`src/rtl/ccd_pkg.sv`:
```
// Shared definitions for the CCD acquisition scheduler: trigger-mode
// encodings, FSM state type and the mode sanitiser.
package ccd_pkg;

    localparam logic [15:0] MODE_NORMAL    = 16'd0;
    localparam logic [15:0] MODE_SW        = 16'd1;
    localparam logic [15:0] MODE_EXT_LEVEL = 16'd2;
    localparam logic [15:0] MODE_EXT_SYNC  = 16'd3;
    localparam logic [15:0] MODE_EXT_EDGE  = 16'd4;

    typedef enum logic [2:0] {
        ST_IDLE       = 3'd0,
        ST_WAIT_TRIG  = 3'd1,
        ST_LAUNCH     = 3'd2,
        ST_WAIT_FRAME = 3'd3,
        ST_NEXT       = 3'd4
    } state_e;

    // Unknown mode codes fall back to free-run.
    function automatic logic [15:0] norm_mode(input logic [15:0] mode);
        return (mode > MODE_EXT_EDGE) ? MODE_NORMAL : mode;
    endfunction

endpackage

```
`src/rtl/sync_edge_det.sv`:
```
// Two-flop synchronizer for an asynchronous pin, plus a rising-edge
// detector on the synchronized level.
module sync_edge_det (
    input  logic clk,
    input  logic rst_n,
    input  logic pin,
    output logic level,
    output logic rise
);

    logic meta_r;
    logic sync_r;
    logic prev_r;

    // Synchronizer chain plus one history stage for edge detection.
    always_ff @(posedge clk or negedge rst_n) begin
        if (!rst_n) begin
            meta_r <= 1'b0;
            sync_r <= 1'b0;
            prev_r <= 1'b0;
        end else begin
            meta_r <= pin;
            sync_r <= meta_r;
            prev_r <= sync_r;
        end
    end

    assign level = sync_r;
    assign rise  = sync_r & ~prev_r;

endmodule

```
`src/rtl/ccd_acq_scheduler.sv`:
```
// Acquisition scheduler: turns the trigger mode into aqui_src launch pulses,
// sequences averaging bursts, and flags trigger overruns and frame timeouts.
module ccd_acq_scheduler
    import ccd_pkg::*;
#(
    parameter int CLK_PER_MS = 48000,
    parameter int LAUNCH_W   = 4,
    parameter int MARGIN_MS  = 100
) (
    input  logic        sys_clk,
    input  logic        sys_rst_n,
    input  logic        acq_enable,
    input  logic [15:0] trigger_mode,
    input  logic [15:0] int_time_ms,
    input  logic [15:0] scans_to_avg,
    input  logic        sw_trig,
    input  logic        ext_trig,
    input  logic        frame_done,
    input  logic        err_clr,
    output logic        aqui_src,
    output logic        busy,
    output logic [15:0] scan_idx,
    output logic        seq_done,
    output logic        trig_overrun,
    output logic        err_timeout
);

    localparam int                PRE_W    = $clog2(CLK_PER_MS + 1);
    localparam int                LCNT_W   = $clog2(LAUNCH_W + 1);
    localparam logic [PRE_W-1:0]  PRE_MAX  = PRE_W'(CLK_PER_MS - 1);
    localparam logic [LCNT_W-1:0] LCNT_MAX = LCNT_W'(LAUNCH_W);
    localparam logic [16:0]       MARGIN   = 17'(MARGIN_MS);

    state_e             state_r;
    logic [15:0]        mode_r;
    logic [15:0]        len_r;
    logic [16:0]        limit_r;
    logic [PRE_W-1:0]   pre_r;
    logic [16:0]        ms_r;
    logic [LCNT_W-1:0]  lcnt_r;
    logic               aqui_r;
    logic               busy_r;
    logic               seq_done_r;
    logic               overrun_r;
    logic               timeout_r;
    logic [15:0]        scan_idx_r;

    logic               ext_level_s;
    logic               ext_rise_s;
    logic [15:0]        mode_live_s;
    logic [15:0]        len_live_s;
    logic               trig_fire_s;
    logic               tick_s;
    logic               timeout_set_s;
    logic               burst_end_s;
    logic               next_wait_sync_s;
    logic               overrun_set_s;

    sync_edge_det u_ext_sync (
        .clk   (sys_clk),
        .rst_n (sys_rst_n),
        .pin   (ext_trig),
        .level (ext_level_s),
        .rise  (ext_rise_s)
    );

    // Trigger qualification, timeout detection and overrun detection.
    always_comb begin
        mode_live_s = norm_mode(trigger_mode);
        len_live_s  = ((mode_live_s == MODE_EXT_SYNC) || (scans_to_avg == 16'd0))
                      ? 16'd1 : scans_to_avg;
        case (mode_live_s)
            MODE_NORMAL:                  trig_fire_s = 1'b1;
            MODE_SW:                      trig_fire_s = sw_trig;
            MODE_EXT_LEVEL:               trig_fire_s = ext_level_s;
            MODE_EXT_SYNC, MODE_EXT_EDGE: trig_fire_s = ext_rise_s;
            default:                      trig_fire_s = 1'b0;
        endcase
        tick_s           = (state_r == ST_WAIT_FRAME) && (pre_r == PRE_MAX);
        timeout_set_s    = tick_s && !frame_done && ((ms_r + 17'd1) == limit_r);
        burst_end_s      = (scan_idx_r == len_r);
        // A sync-mode rise consumed by the FSM between scans is not an overrun.
        next_wait_sync_s = (state_r == ST_NEXT) && !burst_end_s && (mode_r == MODE_EXT_SYNC);
        overrun_set_s    = busy_r && !next_wait_sync_s &&
                           (((mode_r == MODE_SW) && sw_trig) ||
                            (((mode_r == MODE_EXT_SYNC) || (mode_r == MODE_EXT_EDGE)) && ext_rise_s));
    end

    // Millisecond prescaler and counter, running only while a frame is awaited.
    always_ff @(posedge sys_clk or negedge sys_rst_n) begin
        if (!sys_rst_n) begin
            pre_r <= '0;
            ms_r  <= 17'd0;
        end else if (state_r != ST_WAIT_FRAME) begin
            pre_r <= '0;
            ms_r  <= 17'd0;
        end else if (tick_s) begin
            pre_r <= '0;
            ms_r  <= ms_r + 17'd1;
        end else begin
            pre_r <= pre_r + 1'b1;
        end
    end

    // Sticky error flags; a set in the same cycle as err_clr wins.
    always_ff @(posedge sys_clk or negedge sys_rst_n) begin
        if (!sys_rst_n) begin
            overrun_r <= 1'b0;
            timeout_r <= 1'b0;
        end else begin
            overrun_r <= overrun_set_s | (overrun_r & ~err_clr);
            timeout_r <= timeout_set_s | (timeout_r & ~err_clr);
        end
    end

    // Acquisition FSM with registered launch, busy, scan index and done outputs.
    always_ff @(posedge sys_clk or negedge sys_rst_n) begin
        if (!sys_rst_n) begin
            state_r    <= ST_IDLE;
            mode_r     <= MODE_NORMAL;
            len_r      <= 16'd1;
            limit_r    <= 17'd0;
            lcnt_r     <= '0;
            aqui_r     <= 1'b0;
            busy_r     <= 1'b0;
            seq_done_r <= 1'b0;
            scan_idx_r <= 16'd0;
        end else begin
            seq_done_r <= 1'b0;
            case (state_r)
                ST_IDLE: begin
                    aqui_r     <= 1'b0;
                    busy_r     <= 1'b0;
                    scan_idx_r <= 16'd0;
                    state_r    <= acq_enable ? ST_WAIT_TRIG : ST_IDLE;
                end
                ST_WAIT_TRIG: begin
                    if (!acq_enable) begin
                        state_r <= ST_IDLE;
                    end else if (trig_fire_s) begin
                        state_r <= ST_LAUNCH;
                        busy_r  <= 1'b1;
                        lcnt_r  <= '0;
                        mode_r  <= mode_live_s;
                        len_r   <= len_live_s;
                        limit_r <= {1'b0, int_time_ms} + MARGIN;
                    end else begin
                        state_r <= ST_WAIT_TRIG;
                    end
                end
                // The first LAUNCH cycle registers the pulse; it then stays high LAUNCH_W cycles.
                ST_LAUNCH: begin
                    if (lcnt_r == LCNT_MAX) begin
                        aqui_r  <= 1'b0;
                        state_r <= ST_WAIT_FRAME;
                    end else begin
                        aqui_r <= 1'b1;
                        lcnt_r <= lcnt_r + 1'b1;
                    end
                end
                ST_WAIT_FRAME: begin
                    if (frame_done) begin
                        scan_idx_r <= scan_idx_r + 16'd1;
                        seq_done_r <= ((scan_idx_r + 16'd1) == len_r);
                        state_r    <= ST_NEXT;
                    end else if (timeout_set_s) begin
                        scan_idx_r <= 16'd0;
                        busy_r     <= 1'b0;
                        state_r    <= ST_IDLE;
                    end else begin
                        state_r <= ST_WAIT_FRAME;
                    end
                end
                ST_NEXT: begin
                    if (burst_end_s || !acq_enable ||
                        ((mode_r == MODE_EXT_LEVEL) && !ext_level_s)) begin
                        scan_idx_r <= 16'd0;
                    end else begin
                        scan_idx_r <= scan_idx_r;
                    end
                    if (!acq_enable) begin
                        busy_r  <= 1'b0;
                        state_r <= ST_IDLE;
                    end else if (burst_end_s) begin
                        if ((mode_r == MODE_NORMAL) ||
                            ((mode_r == MODE_EXT_LEVEL) && ext_level_s)) begin
                            lcnt_r  <= '0;
                            state_r <= ST_LAUNCH;
                        end else begin
                            busy_r  <= 1'b0;
                            state_r <= ST_WAIT_TRIG;
                        end
                    end else if ((mode_r == MODE_EXT_LEVEL) && !ext_level_s) begin
                        busy_r  <= 1'b0;
                        state_r <= ST_WAIT_TRIG;
                    end else if ((mode_r == MODE_EXT_SYNC) && !ext_rise_s) begin
                        state_r <= ST_NEXT;
                    end else begin
                        lcnt_r  <= '0;
                        state_r <= ST_LAUNCH;
                    end
                end
                default: begin
                    aqui_r     <= 1'b0;
                    busy_r     <= 1'b0;
                    scan_idx_r <= 16'd0;
                    state_r    <= ST_IDLE;
                end
            endcase
        end
    end

    assign aqui_src     = aqui_r;
    assign busy         = busy_r;
    assign scan_idx     = scan_idx_r;
    assign seq_done     = seq_done_r;
    assign trig_overrun = overrun_r;
    assign err_timeout  = timeout_r;

endmodule

```
`config.mk`:
```
export PLATFORM = sky130hd
export DESIGN_NAME = ccd_acq_scheduler
export DESIGN_NICKNAME = d
export VERILOG_FILES = /design/src/rtl/ccd_pkg.sv /design/src/rtl/sync_edge_det.sv /design/src/rtl/ccd_acq_scheduler.sv
export SDC_FILE = /design/constraint.sdc
export NUM_CORES = 1
export LEC_CHECK = 0
export ABC_CLOCK_PERIOD_IN_PS = 7800
export BUFFER_PORTS_ARGS = -buffer_cell sky130_fd_sc_hd__buf_4
export CORE_UTILIZATION = 40
export CTS_CLUSTER_SIZE = 10
export DETAILED_ROUTE_END_ITERATION = 8
export GPL_ROUTABILITY_DRIVEN = 0
export PLACE_DENSITY_LB_ADDON = 0.2
export SYNTH_ARGS = -nofsm -noshare
export SYNTH_HDL_FRONTEND = slang
export SYNTH_HIERARCHICAL = 1
export SYNTH_SLANG_ARGS = --single-unit
```
`constraint.sdc`:
```
create_clock -name sys_clk -period 7.8 [get_ports sys_clk]
set_clock_uncertainty 0.2 [all_clocks]
set_input_delay 0.39 -clock sys_clk [delete_from_list [all_inputs] [get_ports sys_clk]]
set_output_delay 0.39 -clock sys_clk [all_outputs]
set_load 0.01 [all_outputs]
```
==> results of run 1 <==
## routing by layer
metal	share of wire [%]	track usage, %	wire length [µm]
met5	0	0	0
met4	1.7	7.059	257
met3	3.5	3.715	518
met2	46	30.30	6819
met1	49	26.49	7207
## synth_stat cells (7+ instances only)
master,number,area [µm²]
dfrtp_1,111,2778
nand2_1,75,281.5
nor2_1,68,255.2
xor2_1,51,446.7
o21ai_0,39,195.2
xnor2_1,37,324.1
nand3_1,26,130.1
nand4_1,25,156.4
clkbuf_1,19,71.32
inv_1,18,67.56
nor3_1,17,85.08
a22o_1,16,140.1
and2_1,16,100.1
and3_1,15,93.84
nor4_1,13,81.33
a21oi_1,12,60.06
buf_2,11,55.05
o21ai_2,9,78.83
a211oi_1,7,52.55
## cell type report
| type | instances | area [µm²] | area share (%) |
|---|---|---|---|
| Multi-Input combinational cell | 522 | 3352 | 45.38 |
| Clock inverter | 1 | 30.03 | 0.4066 |
| Clock buffer | 15 | 247.7 | 3.354 |
| Tap cell | 211 | 264.0 | 3.574 |
| Inverter | 18 | 67.56 | 0.9148 |
| Timing Repair Buffer | 82 | 620.6 | 8.403 |
| Sequential cell | 112 | 2804 | 37.96 |
## cell families (layout without fill, tap and decap cells)
| family | after synthesis | after routing | synth area share, % |
|---|---|---|---|
| mux | 8 | 8 | 1.335 |
| buf+inv | 50 | 116 | 3.514 |
| simple gates | 300 | 300 | 24.26 |
| fa+ha+maj | 6 | 6 | 1.178 |
| compound gates | 120 | 120 | 13.62 |
| flops | 112 | 112 | 43.99 |
| xor+xnor | 88 | 88 | 12.09 |
## worst min-delay path, cell delays in order
cell and delay [ns]:
buf_4 0.11, inv_1 0.05, a22oi_1 0.06
## stage by stage
stage / worst slack, ns / util [%] / hold slack [ns]
final: 4.487 / 48.05 / 0.06078
after global routing: 4.192 / 48.05 / 0.05578
after CTS: 4.462 / 48.05 / 0.05057
after detailed placement: 4.455 / 46.11 / 0.1371
after global placement: 4.640 / 46.11 / 0.1328
after floorplan: 5.173 / - / -0.1056
## state kept, by name (all words and copies together) (netlist names)
| name | flops |
|---|---|
| scan_idx | 16 |
| trig_overrun | 1 |
| pre_r | 16 |
| aqui_src | 1 |
| mode_r | 16 |
| busy | 1 |
| limit_r | 17 |
| err_timeout | 1 |
| u_ext_sync/level | 1 |
| state_r | 3 |
| len_r | 16 |
| seq_done | 1 |
| ms_r | 17 |
| lcnt_r | 3 |
| u_ext_sync/meta_r | 1 |
| u_ext_sync/prev_r | 1 |
## how the worst max path moves through the flow
stage	end	slack [ns]	depth (start not counted)	from
6_report	busy	4.49	8	state_r[2]
5_1_grt	scan_idx[5]	4.19	8	state_r[1]
4_1_cts	busy	4.46	8	state_r[2]
3_5_place_dp	busy	4.46	8	state_r[2]
3_3_place_gp	busy	4.64	8	state_r[2]
2_1_floorplan	scan_idx[12]	5.17	9	ms_r[0]
## power breakdown
group | switching (µW) | total, µW | internal [µW]
clock | 197 | 447 | 250
sequential | 104 | 785 | 681
combinational | 277 | 496 | 219
==> run summary, run 1 <==
outcome: completed
Max VDD drop: 0.1240 mV
Max clock buf depth: 2
GRT overflow: 0
Crit. End Element: flip-flop
Max-Cap Viols: 0
post-DR wirelength/cell: 15.40 µm
Post-CTS Resized: 0
required time of the critical path: 7.78 ns
global-route usage over all layers: 19.32%
R2R Path Start: state_r[2]
worst-path cell with the longest stage delay: nor2_2
period utilisation layout: 42.47%
layout cell share with drive strength beyond 1: 16.40%
DIE AREA: 16440 µm²
critical path startpoint category: flip-flop
Num CTS Buffers: 9
Via density: 5.413
nets: 806
final WL: 14800 µm
Design Area, Final: 7386 µm²
worst hold-check path type: in2reg
pwr dens: 234.0 nW/µm²
number of synthesized flops with an enable pin: 0
Cells after Synth: 684
# DRC: 0
syn avg cell area: 9.318 µm²
Worst Hold Endpoint: len_r[0]
1st-pass router iterations: 5
placed cell area: 7088 µm²
clk sinks: 112
Layout area overhead: 15.88%
pin count of the biggest net entering global routing: 70
H-tree depth: 3
routed vias: 5202
Chip Height: 128.2 µm
number of routed nets with antenna violations: 0
count of cell types in the netlist: 69
synthesized area: 6374 µm²
Relative slew margins: 42.50%
site row count: 45
min Tclk post-route: 3.313 ns
final slew viol count: 0
crit path buf inv count: 1
fill count: 1504
sequential fraction of the synthesis area: 43.99%
vias in the first global route: 5101
commonest non-fill, non-tap cell in the layout: dfrtp_1
fraction of registers with async set/reset: 100.0%
initial antenna violation count: 0
DP Cell Count: 943
fmax: 301.8 MHz
Synthesized Nets: 745
Setup CP Type: reg2reg
cell depth of the worst hold path: 3
wire length of the first global-routing pass: 25140 µm
clk root buf: clkbuf_16
Die Wd: 128.2 µm
Worst-Skew Late Latency: 0.35 ns
ANT cells: 0
Worst Path Arrival: 3.30 ns
Hold Vio Cnt, Final: 0
ys flop type: dfrtp_1
Sum Neg Setup Slack: 0 ns
Post-CTS Setup Inserts: 0
max incr delay on CP: 0.57 ns
DRT iter0 DRCs: 325
R2R cell count: 8
RSZ-0062 raised after global routing: false
Starting Density: 41.47%
reg-to-reg endpoint: busy
hold_buf cts: 2
Port Buf Inserts: 75
Clk pin slew, worst setup/hold paths: 0.07 ns
Core ar.: 15370 µm²
CTS tree: yes
FF-to-FF setup slack: 4.49 ns
io pins: 76
Post-Layout Cell Count: 961
Worst Min Path Start: scans_to_avg[0]
Synth warnings: 6
Least-Margin Pin Slew: 0.8625 ns
Final setup viols: 0
DP HPWL: 10830 µm
most frequent cells in the layout: dfrtp_1, buf_4, nand2_1
critical-path cell list: nand3b_1 > buf_4 > nor2_2 > nand4_1 > a2111oi_4 > nand4_2 > nor2_4 > o311ai_0
Design Power: 1729 µW
register bit total from synthesis: 112
Crit path max-delay family: simple AND/OR/NAND/NOR gates
peak fanout along the critical path: 24
LEAKAGE: 0.003207 µW
No activity file was read; power rests on OpenSTA's default activity.
==> run 2, diff against run 1 <==
ABC_CLOCK_PERIOD_IN_PS = 3000   (was 7800)
clock period = 3 ns   (was 7.8 ns; I/O delays follow)
==> run 2 against run 1 <==
Net effect:
- worst hold slack got worse by 0.042 ns
- setup slack got worse by 4.3 ns
- global-route usage increased by 0.79 points
- core utilization increased by 3.9 points
- critical path type is now in2reg
- combinational power increased to 2.8 times the previous value
- largest cell class unchanged
- via count increased by 4.2%
- clock-buffer cell count decreased by 6
- cell count increased by 5.8%
- non-clock buffer count increased by 56
==> run summary, run 2 (same netlist as run 1, synthesis figures left out) <==
cell depth of the worst hold path: 3 (unchanged)
final slew viol count: 0 (unchanged)
fmax: 358.6 MHz
Core ar.: 15370 µm² (unchanged)
Via density: 5.328 (-1.6%)
Worst Hold Endpoint: mode_r[2]
min Tclk post-route: 2.789 ns
RSZ-0062 raised after global routing: false
Crit. End Element: flip-flop
Num CTS Buffers: 9 (unchanged)
site row count: 45 (unchanged)
DP Cell Count: 955 (+1.3%)
Clk pin slew, worst setup/hold paths: 0.08 ns (about the same)
clk sinks: 112 (unchanged)
Worst Min Path Start: trigger_mode[2]
DRT iter0 DRCs: 408 (+26%)
Least-Margin Pin Slew: 0.7829 ns (-0.07966 ns)
max incr delay on CP: 0.54 ns (-0.03 ns)
GRT overflow: 0 (unchanged)
Post-Layout Cell Count: 1017 (+5.8%)
wire length of the first global-routing pass: 26190 µm (+4.1%)
DIE AREA: 16440 µm² (unchanged)
biggest regs: limit_r (17), ms_r (17)
Relative slew margins: 47.81% (+5.3 points)
Max clock buf depth: 2 (unchanged)
nets: 862 (+6.9%)
global-route usage over all layers: 20.11% (+0.79 points)
# DRC: 0 (unchanged)
post-DR wirelength/cell: 15.05 µm (-2.3%)
pwr dens: 573.6 nW/µm² (+150%)
Design Area, Final: 7980 µm² (+8.0%)
reg-to-reg endpoint: scan_idx[1]
Sum Neg Setup Slack: 0 ns (unchanged)
Setup CP Type: in2reg
Port Buf Inserts: 75 (unchanged)
layout cell share with drive strength beyond 1: 17.87% (+1.5 points)
clk root buf: clkbuf_16
Worst Path Arrival: 2.89 ns (-0.41 ns)
placed cell area: 7216 µm² (+1.8%)
Chip Height: 128.2 µm (unchanged)
routed vias: 5419 (+4.2%)
critical-path cell list: dlygate4sd3_1 > buf_4 > nor2_1 > dlygate4sd3_1 > nand4_1 > a21oi_1 > nand3b_1 > a31oi_1 > and2_2 > a22o_1
pre-CTS setup slack: 0.07757 ns (-4.377 ns)
worst-path cell with the longest stage delay: dlygate4sd3_1
Layout area overhead: 25.21%
FF-to-FF setup slack: 0.24 ns (-4.25 ns)
pin count of the biggest net entering global routing: 83 (+19%)
Max VDD drop: 0.3215 mV (+160%)
R2R cell count: 9 (+1)
number of routed nets with antenna violations: 0 (unchanged)
1st-pass router iterations: 5 (unchanged)
worst hold-check path type: in2reg
outcome: completed
Hold Vio Cnt, Final: 0 (unchanged)
crit-path most repeated cell: dlygate4sd3_1
Max-Cap Viols: 0 (unchanged)
initial antenna violation count: 0 (unchanged)
PnR worst setup slack: 0.2112 ns (-4.276 ns)
H-tree depth: 3 (unchanged)
ANT cells: 0 (unchanged)
critical path startpoint category: input pin
DP HPWL: 10780 µm (-0.51%)
CTS tree: yes
Worst-Skew Late Latency: 0.35 ns (about the same)
WHS: 0.01875 ns (-0.04202 ns)
peak fanout along the critical path: 13 (-46%)
R2R Path Start: ms_r[0]
Die Wd: 128.2 µm (unchanged)
required time of the critical path: 3.10 ns (-4.68 ns)
Starting Density: 41.47% (unchanged)
LEAKAGE: 0.003480 µW (+8.5%)
commonest non-fill, non-tap cell in the layout: dfrtp_1
period utilisation layout: 92.96%
most frequent cells in the layout: dfrtp_1, buf_4, nand2_1
final WL: 15310 µm (+3.4%)
Final setup viols: 0 (unchanged)
io pins: 76 (unchanged)
vias in the first global route: 5237 (+2.7%)
## run 2: per-layer routing
metal | global-route usage (%) | up-vias | wire [µm]
li1 | - | 2647 | -
met1 | 28.06 | 2623 | 7313
met2 | 32.08 | 133 | 7181
met3 | 3.923 | 16 | 599
met4 | 4.775 | 0 | 214
met5 | 0 | - | 0
## run 2: area by class of cell
class / instances / area [µm²]
clock inverters: 7 / 63.81
well taps: 211 / 264.0
clock buffers: 9 / 225.2
inverters: 18 / 67.56
multi-input cells: 522 / 3367
repair buffers: 138 / 1189
flip-flops and latches: 112 / 2804
fillers: 1372 / 7391
## run 2: through the flow
step | total power [µW] | util (%)
after floorplan | 2939 | -
after global placement | 3347 | 46.94
after detailed placement | 3388 | 46.94
after CTS | 4623 | 51.82
after global routing | 4871 | 51.92
final | 4577 | 51.92
## run 2: how the worst max path moves through the flow
stage / start / endpoint / slack [ns] / depth (start not counted)
after global placement: ms_r[0] / scan_idx[4] / 0.20 / 9
after floorplan: ms_r[0] / scan_idx[12] / 0.37 / 9
final: trigger_mode[10] / len_r[15] / 0.21 / 10
after CTS: ms_r[0] / scan_idx[5] / 0.06 / 9
after detailed placement: ms_r[0] / scan_idx[5] / 0.08 / 9
after global routing: ms_r[0] / scan_idx[1] / 0.01 / 9
## run 2: what timing repair did
action                                 in CTS  in global routing
buffers inserted                            0                  0
setup endpoints to repair                   0                 31
endpoints found under the hold margin      74                  0
gates resized for setup                     0                  4
hold buffers                               46                  0
## run 2: worst max-delay path, delay by kind of cell
kind | cells | cell delay, ns
compound gates | 3 | 0.76
simple gates | 4 | 0.82
buf+inv | 3 | 1.16
## run 2: where the power goes
group,total [µW],internal (µW),switching (µW)
logic,1370,628,741
clock network,1180,582,596
registers,2030,1770,262
==> run 3, diff against run 2 <==
REMOVE_ABC_BUFFERS = 1   (was unset)
==> run 3 against run 2 <==
Net effect:
- non-clock buffer count stayed put
- clock power is 11% higher
- first-iteration DRC count is 35% lower
- sequential cell count stayed put
- routed wire length is 1.0% higher
==> run summary, run 3 (same netlist as run 1, synthesis figures left out) <==
Worst-Skew Late Latency: 0.36 ns (about the same)
Die Wd: 128.2 µm (unchanged)
Max VDD drop: 0.3119 mV (-3.0%)
CTS tree: yes
clk root buf: clkbuf_16
pwr dens: 589.2 nW/µm² (+2.7%)
Post-Layout Cell Count: 1017 (unchanged)
FF-to-FF setup slack: 0.24 ns (about the same)
DIE AREA: 16440 µm² (unchanged)
ANT cells: 0 (unchanged)
biggest regs: limit_r (17), ms_r (17)
peak fanout along the critical path: 13 (unchanged)
initial antenna violation count: 0 (unchanged)
pin count of the biggest net entering global routing: 60 (-28%)
number of routed nets with antenna violations: 0 (unchanged)
Hold Vio Cnt, Final: 0 (unchanged)
vias in the first global route: 5286 (+0.94%)
R2R Path Start: mode_r[3]
Max-Cap Viols: 0 (unchanged)
Crit. End Element: flip-flop
Port Buf Inserts: 75 (unchanged)
register cell area after layout: 2804 µm² (unchanged)
R2R cell count: 7 (-2)
final WL: 15470 µm (+1.0%)
Clk pin slew, worst setup/hold paths: 0.08 ns (about the same)
outcome: completed
most frequent cells in the layout: dfrtp_1, buf_4, nand2_1
1st-pass router iterations: 5 (unchanged)
Num CTS Buffers: 9 (unchanged)
Worst Path Arrival: 2.94 ns (+0.05 ns)
fmax: 351.7 MHz (-1.9%)
clk sinks: 112 (unchanged)
Final setup viols: 0 (unchanged)
pre-CTS setup slack: 0.1050 ns (+0.02738 ns)
site row count: 45 (unchanged)
CP startpoint: trigger_mode[10]
nets: 862 (unchanged)
DRT iter0 DRCs: 266 (-35%)
min Tclk post-route: 2.843 ns (+0.05465 ns)
Max clock buf depth: 2 (unchanged)
GRT overflow: 0 (unchanged)
reg-to-reg endpoint: scan_idx[15]
wire length of the first global-routing pass: 25740 µm (-1.7%)
period utilisation layout: 94.78% (+1.8 points)
Starting Density: 41.47% (unchanged)
# DRC: 0 (unchanged)
fill count: 1394 (+1.6%)
Core ar.: 15370 µm² (unchanged)
post-DR wirelength/cell: 15.21 µm (+1.0%)
PnR worst setup slack: 0.1565 ns (-0.05465 ns)
Via density: 5.273 (-1.0%)
Layout area overhead: 25.50%
Setup CP Type: in2reg
Post-CTS Setup Inserts: 0 (unchanged)
area of the multi-input gates: 3357 µm² (-0.30%)
required time of the critical path: 3.10 ns (about the same)
routed vias: 5363 (-1.0%)
Chip Height: 128.2 µm (unchanged)
Sum Neg Setup Slack: 0 ns (unchanged)
worst hold-check path type: in2reg
LEAKAGE: 0.003487 µW (+0.18%)
io pins: 76 (unchanged)
commonest non-fill, non-tap cell in the layout: dfrtp_1
RSZ-0062 raised after global routing: false
global-route usage over all layers: 19.96% (-0.15 points)
DP HPWL: 10810 µm (+0.33%)
layout cell share with drive strength beyond 1: 17.74% (-0.12 points)
critical path startpoint category: input pin
Relative slew margins: 48.74% (+0.94 points)
Worst Setup EP: len_r[10]
final slew viol count: 0 (unchanged)
H-tree depth: 3 (unchanged)
DP Cell Count: 956 (+0.10%)
Least-Margin Pin Slew: 0.7688 ns (-0.01403 ns)
==> run 3: cell types whose count changed in the layout (fill, tap and decap cells not counted), sizes merged <==
cell / previous run / this run
clkinvlp: 2 / 1
buf: 92 / 93
inv: 21 / 19
dlygate4sd3: 46 / 45
bufinv: 0 / 2
clkinv: 2 / 3
==> run 3: critical path, cell delays in order <==
cell and delay (ns):
dlygate4sd3_1 0.53, buf_4 0.10, nor2_1 0.03, dlygate4sd3_1 0.54, nand4_1 0.12, a21oi_1 0.09
nand3b_1 0.28, a31oi_1 0.41, and2_1 0.49, a22o_1 0.20
==> run 3: worst min-delay path by stage <==
stage | start | end | slack [ns] | depth (start not counted)
after floorplan | sys_rst_n | aqui_src | -0.35 | 0
after global placement | sys_rst_n | pre_r[13] | 0.05 | 1
after detailed placement | sys_rst_n | pre_r[13] | 0.06 | 1
after CTS | trigger_mode[2] | mode_r[2] | 0.005 | 3
after global routing | trigger_mode[2] | mode_r[2] | 0.03 | 3
final | trigger_mode[2] | mode_r[2] | 0.01 | 3
==> run 3: repair_timing <==
item	in CTS	in global routing
resized for setup	0	1
setup endpoints to repair	0	10
hold endpoints to repair	92	0
hold buffers	45	0
==> run 3: cell type report <==
| type | count | share of cell area (%) |
|---|---|---|
| multi-input cells | 522 | 41.97 |
| flip-flops and latches | 112 | 35.05 |
| repair buffers | 138 | 14.83 |
| well taps | 211 | 3.300 |
| clock buffers | 9 | 2.816 |
| clock inverters | 7 | 1.189 |
| inverters | 18 | 0.8447 |
==> run 3: where the power goes <==
group | leakage [µW] | internal, µW | switching [µW]
sequential | 0.00150 | 1770 | 256
clock | 0.000156 | 734 | 575
combinational | 0.00183 | 628 | 751
==> run 3: routing by layer <==
layer | GRT usage [%] | up-vias | wire length (µm)
met4 | 5.052 | 0 | 154
li1 | - | 2650 | -
met5 | 0 | - | 0
met3 | 4.174 | 14 | 414
met1 | 26.36 | 2626 | 7270
met2 | 33.26 | 73 | 7629
==> run 3: through the flow <==
stage | util, % | instance area (µm²) | power, µW | hold slack (ns)
floorplan | - | 6217 | 2902 | -0.3456
CTS | 52.01 | 7994 | 4765 | 0.005053
global placement | 46.99 | 7223 | 3328 | 0.05096
finish | 52.04 | 7999 | 4713 | 0.01400
detailed placement | 46.99 | 7223 | 3383 | 0.06164
global route | 52.04 | 7999 | 4995 | 0.02559
